==> src/rtl/player_ground_collider.sv <==
// player_ground_collider
// Scans a platform table one entry per clock and reports the highest
// (smallest y) platform the player box can stand on. A platform counts when
// it overlaps the player horizontally (strict) and its top is no more than
// SNAP_TOL pixels above the player's bottom edge.
// Optional feature: define PLATFORM_MATCH_COUNT_EN to add the match_count
// output (number of matching entries found by the last scan).
module player_ground_collider #(
    parameter int MAX_PLATFORMS = 16,
    parameter int SNAP_TOL      = 2,
    localparam int IDX_W        = $clog2(MAX_PLATFORMS)
) (
    input  logic             clk_player_control,
    input  logic             reset_n,
    input  logic             wr_en,
    input  logic [IDX_W-1:0] wr_idx,
    input  logic [9:0]       wr_x0,
    input  logic [9:0]       wr_x1,
    input  logic [9:0]       wr_y,
    input  logic             wr_valid,
    input  logic             clear_all,
    input  logic             scan_start,
    input  logic [9:0]       player_pos_x,
    input  logic [9:0]       player_pos_y,
    input  logic [9:0]       player_w,
    input  logic [9:0]       player_h,
`ifdef PLATFORM_MATCH_COUNT_EN
    output logic [IDX_W:0]   match_count,
`endif
    output logic             scan_busy,
    output logic             scan_done,
    output logic [9:0]       collider_ground_h_player,
    output logic             is_collider_ground_player
);

    typedef enum logic [1:0] {IDLE, SCAN, DONE} state_t;

    state_t state, state_nxt;

    logic [9:0]         plat_x0 [MAX_PLATFORMS];
    logic [9:0]         plat_x1 [MAX_PLATFORMS];
    logic [9:0]         plat_y  [MAX_PLATFORMS];
    logic [MAX_PLATFORMS-1:0] plat_valid;

    logic [IDX_W-1:0]   scan_idx;
    logic [10:0]        px0, px1, pbot;
    logic               best_found, best_found_nxt;
    logic [9:0]         best_y, best_y_nxt;
    logic               last_idx;
    logic               hit;
    logic [11:0]        ent_top_tol;

`ifdef PLATFORM_MATCH_COUNT_EN
    logic [IDX_W:0]     cnt, cnt_nxt;
`endif

    // Entry valid bits: clear_all wins over a same-cycle write
    always_ff @(posedge clk_player_control or negedge reset_n) begin
        if (!reset_n) begin
            plat_valid <= '0;
        end else if (clear_all) begin
            plat_valid <= '0;
        end else if (wr_en) begin
            plat_valid[wr_idx] <= wr_valid;
        end
    end

    // Entry geometry storage; only meaningful while the valid bit is set
    always_ff @(posedge clk_player_control) begin
        if (wr_en && !clear_all) begin
            plat_x0[wr_idx] <= wr_x0;
            plat_x1[wr_idx] <= wr_x1;
            plat_y[wr_idx]  <= wr_y;
        end
    end

    // FSM state register
    always_ff @(posedge clk_player_control or negedge reset_n) begin
        if (!reset_n) begin
            state <= IDLE;
        end else begin
            state <= state_nxt;
        end
    end

    assign last_idx = (scan_idx == IDX_W'(MAX_PLATFORMS - 1));

    // FSM next state; scan_start outside IDLE is simply not looked at
    always_comb begin
        state_nxt = state;
        case (state)
            IDLE:    if (scan_start) state_nxt = SCAN;
            SCAN:    if (last_idx)   state_nxt = DONE;
            DONE:    state_nxt = IDLE;
            default: state_nxt = IDLE;
        endcase
    end

    // FSM outputs: DONE lasts exactly one cycle, so scan_done is a pulse
    always_comb begin
        scan_busy = (state != IDLE);
        scan_done = (state == DONE);
    end

    // Evaluate the entry under the scan pointer against the captured box
    always_comb begin
        ent_top_tol    = {2'b00, plat_y[scan_idx]} + 12'(SNAP_TOL);
        hit            = plat_valid[scan_idx]
                         && (px1 > {1'b0, plat_x0[scan_idx]})
                         && (px0 < {1'b0, plat_x1[scan_idx]})
                         && (ent_top_tol >= {1'b0, pbot});
        best_found_nxt = best_found | hit;
        best_y_nxt     = best_y;
        // strict less-than keeps the lower index on equal y
        if (hit && (!best_found || (plat_y[scan_idx] < best_y))) begin
            best_y_nxt = plat_y[scan_idx];
        end
`ifdef PLATFORM_MATCH_COUNT_EN
        cnt_nxt = cnt + {{IDX_W{1'b0}}, hit};
`endif
    end

    // Scan pointer and running best-match flag
    always_ff @(posedge clk_player_control or negedge reset_n) begin
        if (!reset_n) begin
            scan_idx   <= '0;
            best_found <= 1'b0;
`ifdef PLATFORM_MATCH_COUNT_EN
            cnt        <= '0;
`endif
        end else if (state == SCAN) begin
            scan_idx   <= scan_idx + IDX_W'(1);
            best_found <= best_found_nxt;
`ifdef PLATFORM_MATCH_COUNT_EN
            cnt        <= cnt_nxt;
`endif
        end else begin
            scan_idx   <= '0;
            best_found <= 1'b0;
`ifdef PLATFORM_MATCH_COUNT_EN
            cnt        <= '0;
`endif
        end
    end

    // Player box snapshot at scan start, and running best y
    always_ff @(posedge clk_player_control) begin
        if (state == IDLE && scan_start) begin
            px0  <= {1'b0, player_pos_x};
            px1  <= {1'b0, player_pos_x} + {1'b0, player_w};
            pbot <= {1'b0, player_pos_y} + {1'b0, player_h};
        end
        if (state == SCAN) begin
            best_y <= best_y_nxt;
        end
    end

    // Result registers load on entry to DONE and hold until the next scan
    always_ff @(posedge clk_player_control or negedge reset_n) begin
        if (!reset_n) begin
            is_collider_ground_player <= 1'b0;
            collider_ground_h_player  <= '0;
`ifdef PLATFORM_MATCH_COUNT_EN
            match_count               <= '0;
`endif
        end else if (state == SCAN && last_idx) begin
            is_collider_ground_player <= best_found_nxt;
            collider_ground_h_player  <= best_found_nxt ? best_y_nxt : 10'd0;
`ifdef PLATFORM_MATCH_COUNT_EN
            match_count               <= cnt_nxt;
`endif
        end
    end

endmodule
==> config.mk <==
export PLATFORM = sky130hd
export DESIGN_NAME = player_ground_collider
export DESIGN_NICKNAME = d
export VERILOG_FILES = /design/src/rtl/player_ground_collider.sv
export SDC_FILE = /design/constraint.sdc
export NUM_CORES = 1
export LEC_CHECK = 0
export ABC_AREA = 1
export CAP_MARGIN = 0
export CORE_MARGIN = 3
export CORE_UTILIZATION = 31
export CTS_BUF_LIST = sky130_fd_sc_hd__clkbuf_16
export DETAILED_ROUTE_END_ITERATION = 7
export SLEW_MARGIN = 20
export SYNTH_ARGS = -nofsm -noshare
export SYNTH_HDL_FRONTEND = slang
export SYNTH_SLANG_ARGS = --single-unit
==> constraint.sdc <==
create_clock -name clk_player_control -period 10.1 [get_ports clk_player_control]
set_clock_uncertainty 0.1 [all_clocks]
set_input_delay 2.02 -clock clk_player_control [delete_from_list [all_inputs] [get_ports clk_player_control]]
set_output_delay 2.02 -clock clk_player_control [all_outputs]
set_load 0.005 [all_outputs]
==> results of run 1 <==
per-layer routing:
metal  global-route usage [%]  vias up  part of all wire (%)
met5                        0        -                 0.018
met4                     5.04        2                   2.9
met3                     2.46      101                   5.8
met2                     24.9      468                    49
met1                     19.4     7679                    42
li1                         -     7290                     -
flip-flops by register name, summed over array words and instances, names as in the netlist, 10 cells and up:
register / cells
best_y: 10
collider_ground_h_player: 10
pbot: 11
plat_valid: 16
plat_x0: 160
plat_x1: 160
plat_y: 160
px0: 10
px1: 11
through the flow:
step	worst slack [ns]	instance area (um^2)	utilization, %	cells
final	4.39	27800	36.6	3144
after CTS	4.39	27800	36.6	3141
after global placement	4.43	25900	34.0	3040
after global routing	3.83	27800	36.6	3143
after detailed placement	4.40	25900	34.0	3040
after floorplan	5.77	23800	-	1990
cells in the final DEF, fill, tap and decap left out, types with 12 or more instances in the layout:
master	instances
nand4_1	29
dfrtp_1	31
o22ai_1	31
nand3_1	94
ha_1	61
inv_1	129
edfxtp_1	522
clkdlybuf4s50_1	91
a221oi_1	20
clkinv_1	12
nor2_4	18
a21oi_1	98
xor2_1	15
o21ai_0	187
o221ai_1	24
buf_4	27
nor2_1	162
clkbuf_16	56
nand2_1	387
worst min-delay path, delay by kind of cell (launching register included):
kind	cells	cell delay (ns)
and+or+nand+nor	2	0.11
DFF	1	0.34
power by group through the flow:
| stage | registers, uW | clock network [uW] | logic, uW |
|---|---|---|---|
| 2_1_floorplan | 2700 | 0 | 1690 |
| 3_3_place_gp | 2740 | 0 | 2360 |
| 3_5_place_dp | 2740 | 0 | 2410 |
| 4_1_cts | 2700 | 2240 | 2420 |
| 5_1_grt | 2710 | 2330 | 2690 |
| 6_report | 2700 | 2190 | 2410 |
how the worst max path moves through the flow:
stage               slack [ns]  cells after the start                                       to
finish                    4.39                     27  collider_ground_h_player[7]$_DFFE_PN0P_
detailed placement        4.40                     26  collider_ground_h_player[7]$_DFFE_PN0P_
CTS                       4.39                     26  collider_ground_h_player[7]$_DFFE_PN0P_
floorplan                 5.77                      4                 plat_x0[15][0]$_DFFE_PP_
global route              3.83                     26  collider_ground_h_player[7]$_DFFE_PN0P_
global placement          4.43                     26  collider_ground_h_player[4]$_DFFE_PN0P_
area by class of cell:
type,count,area [um^2]
tap,1030,1290
multi-input combinational,1199,6380
antenna,3,7.51
inverter,134,508
sequential,556,16500
clock inverter,45,542
fill,7340,48300
clock buffer,56,1400
timing repair buffer,121,1160
logic make-up after synthesis:
kind of cell               Yosys count
and+or+nand+nor                    723
DFF                                556
xor gates and xnor gates            19
buffers and inverters              235
adders and majority gates           63
AOI/OAI and AO/OA                  394
==> impl_metrics.tcl, run 1 <==
set metrics [dict create \
    status "complete, no violations" \
    synth_ff_type "edfxtp_1" \
    r2r_slack_ns 4.39 \
    synth_compound_area_share_pct 9.47 \
    post-route-drc-count 0 \
    die_area_mm2 0.0802 \
    hold_path.class "reg -> reg" \
    postCtsHoldBufs 0 \
    ir_drop_v 0.000177 \
    rsz0062_at_grt "no" \
    slowest_stage "inv_2" \
    postCtsResizedCells 0 \
    path_max_fanout 38 \
    cpMostUsedCell "nand2_1" \
    cp.arrival_ns 6.16 \
    port_buffers 92 \
    maxCapViolCount 0 \
    cellLeakagePower_uw 0.00983 \
    grt_pass1_wl_um 92200 \
    cp_slowest_stage_delay_ns 0.91 \
    postCtsSetupBuffers 0 \
    synth_cell_types 43 \
    synth-xor-area-share_pct 0.699 \
    worstPathRequired_ns 10.55 \
    synth.area.mux_share_pct 0 \
    yosysWarnings 0 \
    dieWidth_um 283 \
    drtAntennaViolNets 0 \
    row_count 101 \
    setup_viol 0 \
    syn_area_mm2 0.0238 \
    cts.sinks 556 \
    synth_edf_count 522 \
    relSlewSlack_pct 26.1 \
    synth_top_family_by_area "simple AND/OR/NAND/NOR gates" \
    pwr-share-seq_pct 37.0 \
    synth_fa_ha_area_share_pct 3.37 \
    p_switching_uw 2630 \
    clkPwrFrac_pct 30.0 \
    crit_family "simple AND/OR/NAND/NOR gates" \
    cts_max_level 2 \
    root_buffer "clkbuf_16" \
    p_int_uw 4670 \
    grtUsageTotal_pct 14.8 \
    synthMostInstantiatedCell "edfxtp_1" \
    io_pins 93 \
    antenna_found_initial 4 \
    final.setup.tns_ns 0 \
    critPathBufInv 4 \
    start_util_pct 31.3 \
    dr_total_vias 15500 \
    fin_nets 2211 \
    max-clock-path-buffers 3 \
    crit_type "reg -> reg" \
    first_global_vias 15200 \
    holdCritStartpoint "collider_ground_h_player[5]$_DFFE_PN0P_" \
    avgRoutedWirePerCell_um 19.4 \
    period_needed_ns 5.71 \
    avgViaCountPerCell 4.94 \
    power_density_mw_per_mm2 262 \
    areaGrowthSynthToFinish_pct 16.8 \
    synth_top_area_share_pct 65.8 \
    cts_buffers 56 \
    drt_wl_total_um 61000 \
    worstReg2RegEnd "collider_ground_h_player[7]$_DFFE_PN0P_" \
    fp.dieH_um 283 \
    holdPathEnd "collider_ground_h_player[5]$_DFFE_PN0P_" \
    coreArea_mm2 0.0761 \
    gp_congestion 0.807 \
    finalCritPeriodShare_pct 56.5 \
    cts.clk_slew.worst_paths_ns 0.06 \
    synthCells 1990 \
    first_iter_violations 1326 \
    swShare_pct 36.0 \
    hold_ws_ns 0.383 \
    cts_tree "yes" \
    finalHoldViolCount 0 \
    grt-ovfl-total 0 \
    fmax_mhz 175 \
    synthSimpleGateAreaFrac_pct 12.7 \
    timing.rr.start "scan_idx[2]$_DFF_PN0_" \
    seq_area_frac_synth_pct 69.4 \
    slew_viol_final 0 \
    min_path_cells 2 \
    drive_above_1_share_pct 7.82 \
    worst_pin_slew_ns 1.11 \
    clk_latency_ns 0.62 \
    drt_pass1_iterations 5 \
    start_kind "flip-flop" \
    startpoint "scan_idx[2]$_DFF_PN0_" \
    synthTopCellsByArea "edfxtp_1 66%, nand2_1 6.1%, o21ai_0 3.9%, dfrtp_1 3.6%, ha_1 3.2%" \
    finalPower_uw 7290 \
    synth_seq_cells 556 \
    grt_max_degree 213 \
    dp_hpwl_um 34700 \
    synth_common_cells "522 x edfxtp_1, 387 x nand2_1, 187 x o21ai_0, 179 x nor2_1, 126 x inv_1" \
    reg2reg_depth 27 \
    synth_top_area_cell "edfxtp_1" \
    crit_path_end_kind "flip-flop" \
    syn_nets 2133 \
    async_flop_share_pct 6.12 \
    combPwrFrac_pct 33.0 \
    synth.avg_cell_area_um2 12.0 \
]
Power figures use the tool's default switching activity.
==> run 2: changes to the inputs <==
clock period = 5.55 ns   (was 10.1 ns; I/O delays follow)
==> run 2 against run 1 <==
Effect of this change: maximum frequency up 20%; via count up 0.87%; sequential cell count unchanged; die area unchanged; register-to-register slack worse by 3.6 ns; wire length up 3.4%; utilization down 0.15 points; sequential power up 84%.
==> impl_metrics.tcl, run 2 (same netlist as run 1, synthesis figures left out) <==
set metrics [dict create \
    layout_setup_ws_ns 0.782 \
    nFillCells 7311 \
    postCtsHoldBufs 0 \
    worst_pin_slew_ns 0.938 \
    r2r_slack_ns 0.78 \
    cp_slowest_stage_delay_ns 0.70 \
    cts_tree "yes" \
    holdCritStartpoint "collider_ground_h_player[1]$_DFFE_PN0P_" \
    postCtsSetupBuffers 0 \
    maxCapViolCount 0 \
    post_dp_cell_area_mm2 0.0260 \
    row_count 101 \
    antenna_found_initial 5 \
    holdPathEnd "collider_ground_h_player[1]$_DFFE_PN0P_" \
    worstPathRequired_ns 5.92 \
    grt-ovfl-total 0 \
    areaGrowthSynthToFinish_pct 16.3 \
    fp.dieH_um 283 \
    port_buffers 92 \
    fin_nets 2221 \
    rsz0062_at_grt "no" \
    drive_above_1_share_pct 7.83 \
    min_path_cells 2 \
    finalHoldViolCount 0 \
    hold_path.class "reg -> reg" \
    multi_input_area_mm2 0.00638 \
    dp_hpwl_um 36000 \
    path_max_fanout 104 \
    reg2reg_depth 20 \
    drt_wl_total_um 63200 \
    path_cells "inv_6 -> buf_12 -> o21ai_0 -> o221ai_1 -> nand4_1 -> nand2_1 -> inv_1 -> ha_1 -> nand2_1 -> nor2_1 -> nand3_1 -> o211ai_1 -> nor2_1 -> nand3_1 -> nor2_1 -> nand2_1 -> inv_2 -> nand2_2 -> nand2_1 -> and2_1" \
    final_cell_mix "522 x edfxtp_1, 387 x nand2_1, 187 x o21ai_0, 162 x nor2_1, 137 x inv_1" \
    grt_pass1_wl_um 94900 \
    ir_drop_v 0.000372 \
    seqCellArea_mm2 0.0165 \
    power_density_mw_per_mm2 466 \
    dieWidth_um 283 \
    clk_latency_ns 0.62 \
    period_needed_ns 4.77 \
    dr_total_vias 15700 \
    grtUsageTotal_pct 15.3 \
    diodes 0 \
    final.setup.tns_ns 0 \
    slew_viol_final 0 \
    avgViaCountPerCell 4.97 \
    cts_buffers 54 \
    startpoint "scan_idx[0]$_DFF_PN0_" \
    root_buffer "clkbuf_16" \
    grt_max_degree 120 \
    gp_congestion 0.877 \
    top_usage_layer "met2" \
    start_util_pct 31.3 \
    max-clock-path-buffers 3 \
    crit_type "reg -> reg" \
    setup_viol 0 \
    cpMostUsedCell "nand2_1" \
    cts.clk_slew.worst_paths_ns 0.06 \
    drtAntennaViolNets 0 \
    final_common_cell "edfxtp_1" \
    final_core_util_pct 36.4 \
    crit_path_end_kind "flip-flop" \
    cts_max_level 2 \
    cellLeakagePower_uw 0.00983 \
    cts.sinks 556 \
    finalPower_uw 12900 \
    io_pins 93 \
    die_area_mm2 0.0802 \
    first_global_vias 15400 \
    drt_pass1_iterations 6 \
    grtUsageMet1_pct 20.4 \
    start_kind "flip-flop" \
    reg.largest.list "plat_x0 x160, plat_x1 x160, plat_y x160" \
    status "complete, no violations" \
    pre_cts_ws_ns 0.777 \
    design_area_mm2 0.0277 \
    fmax_mhz 210 \
    coreArea_mm2 0.0761 \
    finalCritPeriodShare_pct 85.9 \
    post-route-drc-count 0 \
    cp.arrival_ns 5.13 \
    slowest_stage "dfrtp_4" \
    relSlewSlack_pct 37.5 \
    avgRoutedWirePerCell_um 20.0 \
    worstReg2RegEnd "best_y[8]$_DFFE_PP_" \
    timing.rr.start "scan_idx[0]$_DFF_PN0_" \
    first_iter_violations 1467 \
    grt_use_met3_pct 2.49 \
    grt_use_met2_pct 26.0 \
    postCtsResizedCells 0 \
]
## run 2: worst max path at each step
stage,end,slack (ns),cells after the start
floorplan,best_y[0]$_DFFE_PP_,1.88,26
global placement,best_y[0]$_DFFE_PP_,0.89,20
detailed placement,best_y[0]$_DFFE_PP_,0.78,20
CTS,best_y[8]$_DFFE_PP_,0.77,20
global route,best_y[5]$_DFFE_PP_,0.41,20
finish,best_y[8]$_DFFE_PP_,0.78,20
## run 2: per-layer routing
metal | part of all wire [%] | vias up
met3 | 6.4 | 94
met1 | 43 | 7762
met5 | 0.044 | -
met2 | 49 | 529
met4 | 2.0 | 4
li1 | - | 7286
## run 2: where the power goes
part           switching, uW  internal [uW]
Clock                   1570           2080
Sequential               187           4780
Combinational           2930           1380
Total                   4680           8240
## run 2: through the flow
step / cells / hold slack, ns
2_1_floorplan: 1990 / 0.373
3_3_place_gp: 3052 / 0.371
3_5_place_dp: 3052 / 0.374
4_1_cts: 3151 / 0.390
5_1_grt: 3151 / 0.417
6_report: 3151 / 0.382
## run 2: area by class of cell
type	count	share of cell area, %
inverter	134	1.83
timing repair buffer	133	4.51
tap	1030	4.65
multi-input combinational	1199	23.0
clock inverter	44	1.34
sequential	556	59.7
clock buffer	55	4.97
## run 2: critical path, delay by kind of cell, from the launching register on
| family | cells | cell delay, ns |
|---|---|---|
| DFF | 1 | 0.70 |
| AOI/OAI and AO/OA | 3 | 0.52 |
| adders and majority gates | 1 | 0.29 |
| buffers and inverters | 4 | 1.15 |
| and+or+nand+nor | 12 | 1.73 |
